--- src/rtl/demux_4out_nbit_reg.sv ---
// Registered 1-to-4 N-bit demultiplexer with a one-entry holding register per channel.
// The destination comes from {s1,s0} or from a round-robin pointer.
module demux_4out_nbit_reg #(
    parameter int unsigned N = 4
) (
    input  logic         clk,
    input  logic         rst_n,
    input  logic [N-1:0] x,
    input  logic         x_valid,
    output logic         x_ready,
    input  logic         s1,
    input  logic         s0,
    input  logic         rr_mode,
    output logic [N-1:0] A,
    output logic [N-1:0] B,
    output logic [N-1:0] C,
    output logic [N-1:0] D,
    output logic         a_valid,
    output logic         b_valid,
    output logic         c_valid,
    output logic         d_valid,
    input  logic         a_ready,
    input  logic         b_ready,
    input  logic         c_ready,
    input  logic         d_ready,
    output logic [1:0]   rr_ptr,
    output logic         idle
);

    logic [3:0][N-1:0] data_q, data_d;
    logic [3:0]        valid_q, valid_d;
    logic [1:0]        rr_ptr_q, rr_ptr_d;
    logic [3:0]        ready_vec;
    logic [1:0]        dest;
    logic              accept;

    assign ready_vec = {d_ready, c_ready, b_ready, a_ready};

    always_comb begin
        dest    = rr_mode ? rr_ptr_q : {s1, s0};
        // A draining destination accepts in the same cycle, so no bubble.
        x_ready = !valid_q[dest] || ready_vec[dest];
        accept  = x_valid && x_ready;
    end

    always_comb begin
        data_d  = data_q;
        valid_d = valid_q;
        for (int k = 0; k < 4; k++) begin
            if (accept && (dest == 2'(k))) begin
                data_d[k]  = x;
                valid_d[k] = 1'b1;
            end else if (valid_q[k] && ready_vec[k]) begin
                valid_d[k] = 1'b0;
            end
        end
    end

    always_comb begin
        rr_ptr_d = rr_ptr_q;
        if (accept && rr_mode) begin
            rr_ptr_d = rr_ptr_q + 2'd1;
        end
    end

    always_ff @(posedge clk or negedge rst_n) begin
        if (!rst_n) begin
            data_q   <= '0;
            valid_q  <= '0;
            rr_ptr_q <= '0;
        end else begin
            data_q   <= data_d;
            valid_q  <= valid_d;
            rr_ptr_q <= rr_ptr_d;
        end
    end

    always_comb begin
        A       = data_q[0];
        B       = data_q[1];
        C       = data_q[2];
        D       = data_q[3];
        a_valid = valid_q[0];
        b_valid = valid_q[1];
        c_valid = valid_q[2];
        d_valid = valid_q[3];
        rr_ptr  = rr_ptr_q;
        idle    = ~|valid_q;
    end

endmodule

--- config.mk ---
export PLATFORM = sky130hd
export DESIGN_NAME = demux_4out_nbit_reg
export DESIGN_NICKNAME = d
export VERILOG_FILES = /design/src/rtl/demux_4out_nbit_reg.sv
export SDC_FILE = /design/constraint.sdc
export NUM_CORES = 1
export LEC_CHECK = 0
export CORE_UTILIZATION = 46
export DETAILED_ROUTE_END_ITERATION = 16
export PLACE_DENSITY = 0.82
export SYNTH_ARGS = -nofsm -noshare
export SYNTH_HDL_FRONTEND = slang
export SYNTH_SLANG_ARGS = --single-unit
--- constraint.sdc ---
create_clock -name clk -period 3.3 [get_ports clk]
set_input_delay 0.33 -clock clk [delete_from_list [all_inputs] [get_ports clk]]
set_output_delay 0.33 -clock clk [all_outputs]
set_load 0.005 [all_outputs]
==> flow_metrics.py, run 1 <==
metrics = {
    "detailed_routing": {
        "drt_iter0_drc": 6,
        "num_vias": 704,
        "wl_per_cell_um": 15.79,
        "via_per_inst": 5.176,
        "first_pass_iters": 4,
        "routed_wl_um": 2147,
        "drc": 0,
        "postRouteAntennaNets": 0,
    },
    "sta": {
        "drv_slew": 0,
        "skew_ns": 0.01615,
        "slew_headroom": 0.3516,
        "fin_tns_setup_ns": 0,
        "fin_crit_sh": 0.8014,
        "period_needed_ns": 2.644,
        "setup_viol": 0,
        "finalHoldViolations": 0,
        "rsz0062_at_grt": "false",
        "max_freq_mhz": 378.1,
        "worstMarginPinSlew_ns": 0.9695,
    },
    "worst_setup_path": {
        "setup.worst_path.start_class": "primary input",
        "r2r_cells": 3,
        "timing_worst_setup_path_type": "in2out",
        "cp_max_fo": 6,
        "end_kind": "output port",
        "crit_required_ns": 2.97,
        "r2r_end": "D[2]$_DFFE_PN0P_",
        "regToRegSetupSlack_ns": 1.85,
        "crit_arrival_ns": 2.31,
        "rr_startpoint": "rr_ptr[1]$_DFFE_PN0P_",
    },
    "yosys": {
        "synth_area_um2": 1012,
        "avgSynthCellArea_um2": 14.67,
        "syn_inst": 69,
        "ys_ff_latch": 22,
        "yosysWarnings": 0,
        "synth.net_count": 83,
        "ys_types": 18,
        "ys_seq_area_frac": 0.5439,
    },
    "clock_network": {
        "cts_sinks": 22,
        "cts_max_level": 1,
        "clock-root-buffer": "clkbuf_4",
        "clkTransAtPathRegs_ns": 0.13,
        "clk-insertion-delay-late_ns": 0.32,
        "cts_resized": 0,
        "cts_tree": "yes",
        "post_cts_buffers": 0,
        "hold_buffers": 0,
        "numCtsBuffers": 3,
        "clock_path_buffers": 2,
    },
    "power": {
        "p_leak_nw": 0.6085,
        "powerDensity_nw_per_um2": 817.4,
        "internal_power_mw": 0.8641,
        "p_clk_frac": 0.175,
        "seqPwrFrac": 0.393,
        "ir_worst_vdd_mv": 0.5058,
        "comb_power_share": 0.432,
        "p_switching_mw": 0.3274,
        "sw_frac_of_total": 0.2748,
    },
    "run": {
        "cap_violations": 0,
    },
    "worst_hold_path": {
        "min_path_type": "reg2reg",
        "worstHoldStart": "C[0]$_DFFE_PN0P_",
        "hold_path_end": "C[0]$_DFFE_PN0P_",
        "holdPathStages": 1,
    },
    "layout": {
        "diodes": 0,
        "syn_to_final_growth_pct": 44.01,
        "drive_gt1_frac": 0.2569,
        "fill_cells": 149,
        "utilization": 0.7209,
        "final_nets": 124,
    },
    "die": {
        "die_area_um2": 2392,
        "start_util": 0.5006,
        "pin_count": 38,
        "std_cell_rows": 16,
        "die_w_um": 48.91,
        "coreArea_um2": 2022,
        "dieHeight_um": 48.91,
    },
    "global_route": {
        "grt_pass1_wl_um": 3684,
        "grt_use_total": 0.2127,
        "grt_pass1_vias": 747,
        "overflow": 0,
        "grt_max_degree": 23,
        "antenna_found_initial": 0,
    },
    "run_status": {
        "status": "completed",
    },
    "placed_design": {
        "io_buffers": 37,
        "place_congestion": 0.7665,
        "hpwl_um": 1560,
    },
}
-- cell families after synthesis --
logic type | synth area share
DFF | 0.5439
AOI/OAI and AO/OA | 0.02719
buffers and inverters | 0.01112
muxes | 0.2818
and+or+nand+nor | 0.1360
-- cell usage in the layout, fill, tap and decap left out, drive strengths merged, types with 3 or more instances in the layout --
| cell | n |
|---|---|
| mux2i | 5 |
| clkbuf | 3 |
| o21ai | 3 |
| dfrtp | 22 |
| nand2 | 5 |
| clkdlybuf4s50 | 37 |
| nand4 | 4 |
| mux2 | 18 |
| nand2b | 4 |
-- through the flow --
step	cell area [µm²]	cells	total power, mW	worst slack [ns]	hold slack (ns)
after detailed placement	1405	132	0.9877	0.6497	0.4922
after global routing	1458	136	1.262	0.5381	0.5389
final	1458	136	1.192	0.6555	0.5217
after CTS	1458	136	1.205	0.6429	0.5230
after floorplan	1012	69	0.6685	1.863	0.03441
after global placement	1405	132	0.9762	0.7181	0.4864
-- critical path: stages --
cell,delay [ns]
clkdlybuf4s50_1,0.74
mux2i_4,0.42
mux2i_1,0.27
mux2i_1,0.10
clkdlybuf4s50_1,0.45
-- synthesized netlist by cell type, drive strengths merged --
library cell  count  area (µm²)
nand2b            4       25.02
nor4              1       6.260
mux2             18       210.2
nand2             5       18.77
a21oi             1       5.000
dfrtp            22       550.5
buf               1       11.26
nor3              1       5.000
nand4             4       67.56
nand3             1       5.000
nor2b             1       6.260
nor2              1       3.750
o31ai             1       7.510
o21ai             3       15.01
mux2i             5       75.07
-- registers in the layout, summed over array words and instances, names as in the netlist --
signal and cells:
A 4, B 4, C 4, D 4, valid_q 4, rr_ptr 2
-- how the worst max path moves through the flow --
stage,slack [ns],depth (start not counted),to,startpoint
after floorplan,1.86,4,x_ready,rr_mode
after global placement,0.72,5,x_ready,rr_mode
after detailed placement,0.65,5,x_ready,rr_mode
after CTS,0.64,5,x_ready,rr_mode
after global routing,0.54,5,x_ready,rr_mode
final,0.66,5,x_ready,rr_mode
-- per-layer routing --
metal	track usage	routed length (µm)	vias up
met3	0.03427	126	5
met2	0.3472	1040	28
met4	0.1324	53	0
li1	-	-	332
met1	0.2635	927	339
met5	0	0	-
-- cell type report --
| type | count | area, µm² | area share |
|---|---|---|---|
| clock inverters | 1 | 30.03 | 0.02060 |
| flip-flops and latches | 22 | 550.5 | 0.3777 |
| clock buffers | 3 | 22.52 | 0.01545 |
| well taps | 27 | 33.78 | 0.02318 |
| repair buffers | 37 | 370.4 | 0.2541 |
| multi-input cells | 46 | 450.4 | 0.3090 |
-- power by group through the flow --
stage / clock (mW) / combinational (mW) / sequential, mW
2_1_floorplan: 0 / 0.190 / 0.478
3_3_place_gp: 0 / 0.508 / 0.468
3_5_place_dp: 0 / 0.515 / 0.472
4_1_cts: 0.215 / 0.521 / 0.469
5_1_grt: 0.220 / 0.553 / 0.489
6_report: 0.208 / 0.515 / 0.468
Power figures use the tool's default switching activity.
==> inputs of run 2 (changes only) <==
--- a/config.mk
+++ b/config.mk
@@ -5,9 +5,10 @@
 export SDC_FILE = /design/constraint.sdc
 export NUM_CORES = 1
 export LEC_CHECK = 0
-export CORE_UTILIZATION = 46
+export CORE_ASPECT_RATIO = 1.75
+export CORE_UTILIZATION = 43
 export DETAILED_ROUTE_END_ITERATION = 16
-export PLACE_DENSITY = 0.82
+export PLACE_DENSITY = 0.77
 export SYNTH_ARGS = -nofsm -noshare
 export SYNTH_HDL_FRONTEND = slang
 export SYNTH_SLANG_ARGS = --single-unit
==> constraint.sdc (replaced) <==
create_clock -name clk -period 2.8 [get_ports clk]
set_input_delay 0.28 -clock clk [delete_from_list [all_inputs] [get_ports clk]]
set_output_delay 0.28 -clock clk [all_outputs]
set_load 0.005 [all_outputs]
==> run 2 against run 1 <==
Against the previous run: clock-buffer cell count is the same; register-to-register slack lost 0.51 ns; via count shrank 1.1%; global-route usage fell by 2.6 points; worst hold slack got worse by 0.040 ns; total power grew 17%; die area increased by 7.0%; combinational power is 18% higher; non-clock buffer count stayed put; critical path type unchanged; critical endpoint unchanged; largest power group unchanged.
==> flow_metrics.py, run 2 (synthesized netlist as in run 1, its figures left out) <==
metrics = {
    "run_status": {
        "status": "completed",
    },
    "clock_network": {
        "cts_resized": 0,
        "hold_buffers": 0,
        "clock_path_buffers": 2,
        "cts_max_level": 1,
        "cts_sinks": 22,
        "clock-root-buffer": "clkbuf_4",
        "clkTransAtPathRegs_ns": 0.12,
        "numCtsBuffers": 3,
        "cts_tree": "yes",
        "post_cts_buffers": 0,
        "clk-insertion-delay-late_ns": 0.30,
    },
    "layout": {
        "seq_area_um2": 550.5,
        "instances_no_fill": 133,
        "final_nets": 124,
        "most-common-layout-cells": "clkdlybuf4s50_1, dfrtp_1, mux2_2, nand2_1, nand2b_1",
        "fill_cells": 169,
        "drive_gt1_frac": 0.2569,
        "diodes": 0,
        "layout_commonest_cell": "clkdlybuf4s50_1",
        "multi_input_area_um2": 450.4,
        "syn_to_final_growth_pct": 43.63,
    },
    "power": {
        "ir_worst_vdd_mv": 0.7566,
        "powerDensity_nw_per_um2": 961.0,
        "p_leak_nw": 0.6085,
    },
    "die": {
        "start_util": 0.4714,
        "pin_count": 38,
        "die_area_um2": 2560,
        "dieHeight_um": 66.19,
        "die_w_um": 38.68,
        "coreArea_um2": 2147,
        "std_cell_rows": 22,
    },
    "worst_setup_path": {
        "regToRegSetupSlack_ns": 1.34,
        "timing_worst_setup_path_type": "in2out",
        "cp_max_fo": 6,
        "setup.worst_path.start_class": "primary input",
        "end_kind": "output port",
        "crit_arrival_ns": 2.23,
        "crit_required_ns": 2.52,
    },
    "sta": {
        "slew_headroom": 0.3896,
        "max_freq_mhz": 397.8,
        "skew_ns": 0.005665,
        "fin_tns_setup_ns": 0,
        "setup_slack_ns": 0.2861,
        "drv_slew": 0,
        "holdWs_ns": 0.4816,
        "rsz0062_at_grt": "false",
        "fin_crit_sh": 0.8978,
        "worstMarginPinSlew_ns": 0.9128,
        "setup_viol": 0,
        "period_needed_ns": 2.514,
        "finalHoldViolations": 0,
    },
    "global_route": {
        "grt_pass1_vias": 763,
        "antenna_found_initial": 0,
        "overflow": 0,
        "grt_max_degree": 23,
        "grt_pass1_wl_um": 3325,
        "grt_use_total": 0.1863,
    },
    "detailed_routing": {
        "num_vias": 696,
        "postRouteAntennaNets": 0,
        "drt_iter0_drc": 8,
        "via_per_inst": 5.233,
        "drc": 0,
        "wl_per_cell_um": 15.39,
        "routed_wl_um": 2047,
        "first_pass_iters": 2,
    },
    "placed_design": {
        "dpl_worst_slack_ns": 0.2857,
        "place_congestion": 0.6374,
        "io_buffers": 37,
        "dp_cells": 129,
        "hpwl_um": 1571,
    },
    "run": {
        "cap_violations": 0,
    },
    "worst_hold_path": {
        "min_path_type": "in2async",
    },
}
==> run 2: cell counts in the layout (fill, tap and decap cells not counted) <==
No cell type changed its count.
==> run 2: power by group <==
group / total, mW / internal, mW / leakage [nW] / switching [mW]
clock: 0.235 / 0.145 / 0.0279 / 0.0909
combinational: 0.606 / 0.414 / 0.314 / 0.192
sequential: 0.556 / 0.460 / 0.267 / 0.0959
==> run 2: critical path, stage by stage <==
cell and delay, ns:
clkdlybuf4s50_1 0.73, mux2i_4 0.41, mux2i_1 0.26, mux2i_1 0.10, clkdlybuf4s50_1 0.45
==> run 2: cell type report <==
cell class              instances  area share
clock buffers                   3     0.01549
multi-input cells              46      0.3098
clock inverters                 1     0.02065
flip-flops and latches         22      0.3787
repair buffers                 37      0.2547
well taps                      24     0.02065
==> run 2: worst paths after layout <==
path | startpoint | endpoint | cells past startpoint
worst max-delay path | rr_mode | x_ready | 5
worst min-delay path | rst_n | rr_ptr[1]$_DFFE_PN0P_ | 1
worst max register to register | rr_ptr[0]$_DFFE_PN0P_ | D[1]$_DFFE_PN0P_ | 3
worst min register to register | B[1]$_DFFE_PN0P_ | B[1]$_DFFE_PN0P_ | 1
max in group asynchronous | rst_n | B[3]$_DFFE_PN0P_ | 1
min in group clk | B[1]$_DFFE_PN0P_ | B[1]$_DFFE_PN0P_ | 1
==> run 2: per-stage QoR <==
step | total power, mW | cell area [µm²] | utilization
6_report | 1.397 | 1454 | 0.6772
5_1_grt | 1.477 | 1454 | 0.6772
4_1_cts | 1.414 | 1454 | 0.6772
3_5_place_dp | 1.172 | 1401 | 0.6527
3_3_place_gp | 1.152 | 1401 | 0.6527
2_1_floorplan | 0.7879 | 1012 | -
==> run 2: layer usage <==
| metal | up-vias | global-route usage | routed length (µm) |
|---|---|---|---|
| met5 | - | 0 | 0 |
| met2 | 27 | 0.3271 | 1116 |
| met4 | 0 | 0.09052 | 17 |
| met3 | 2 | 0.03030 | 126 |
| met1 | 338 | 0.2036 | 787 |
| li1 | 329 | - | - |
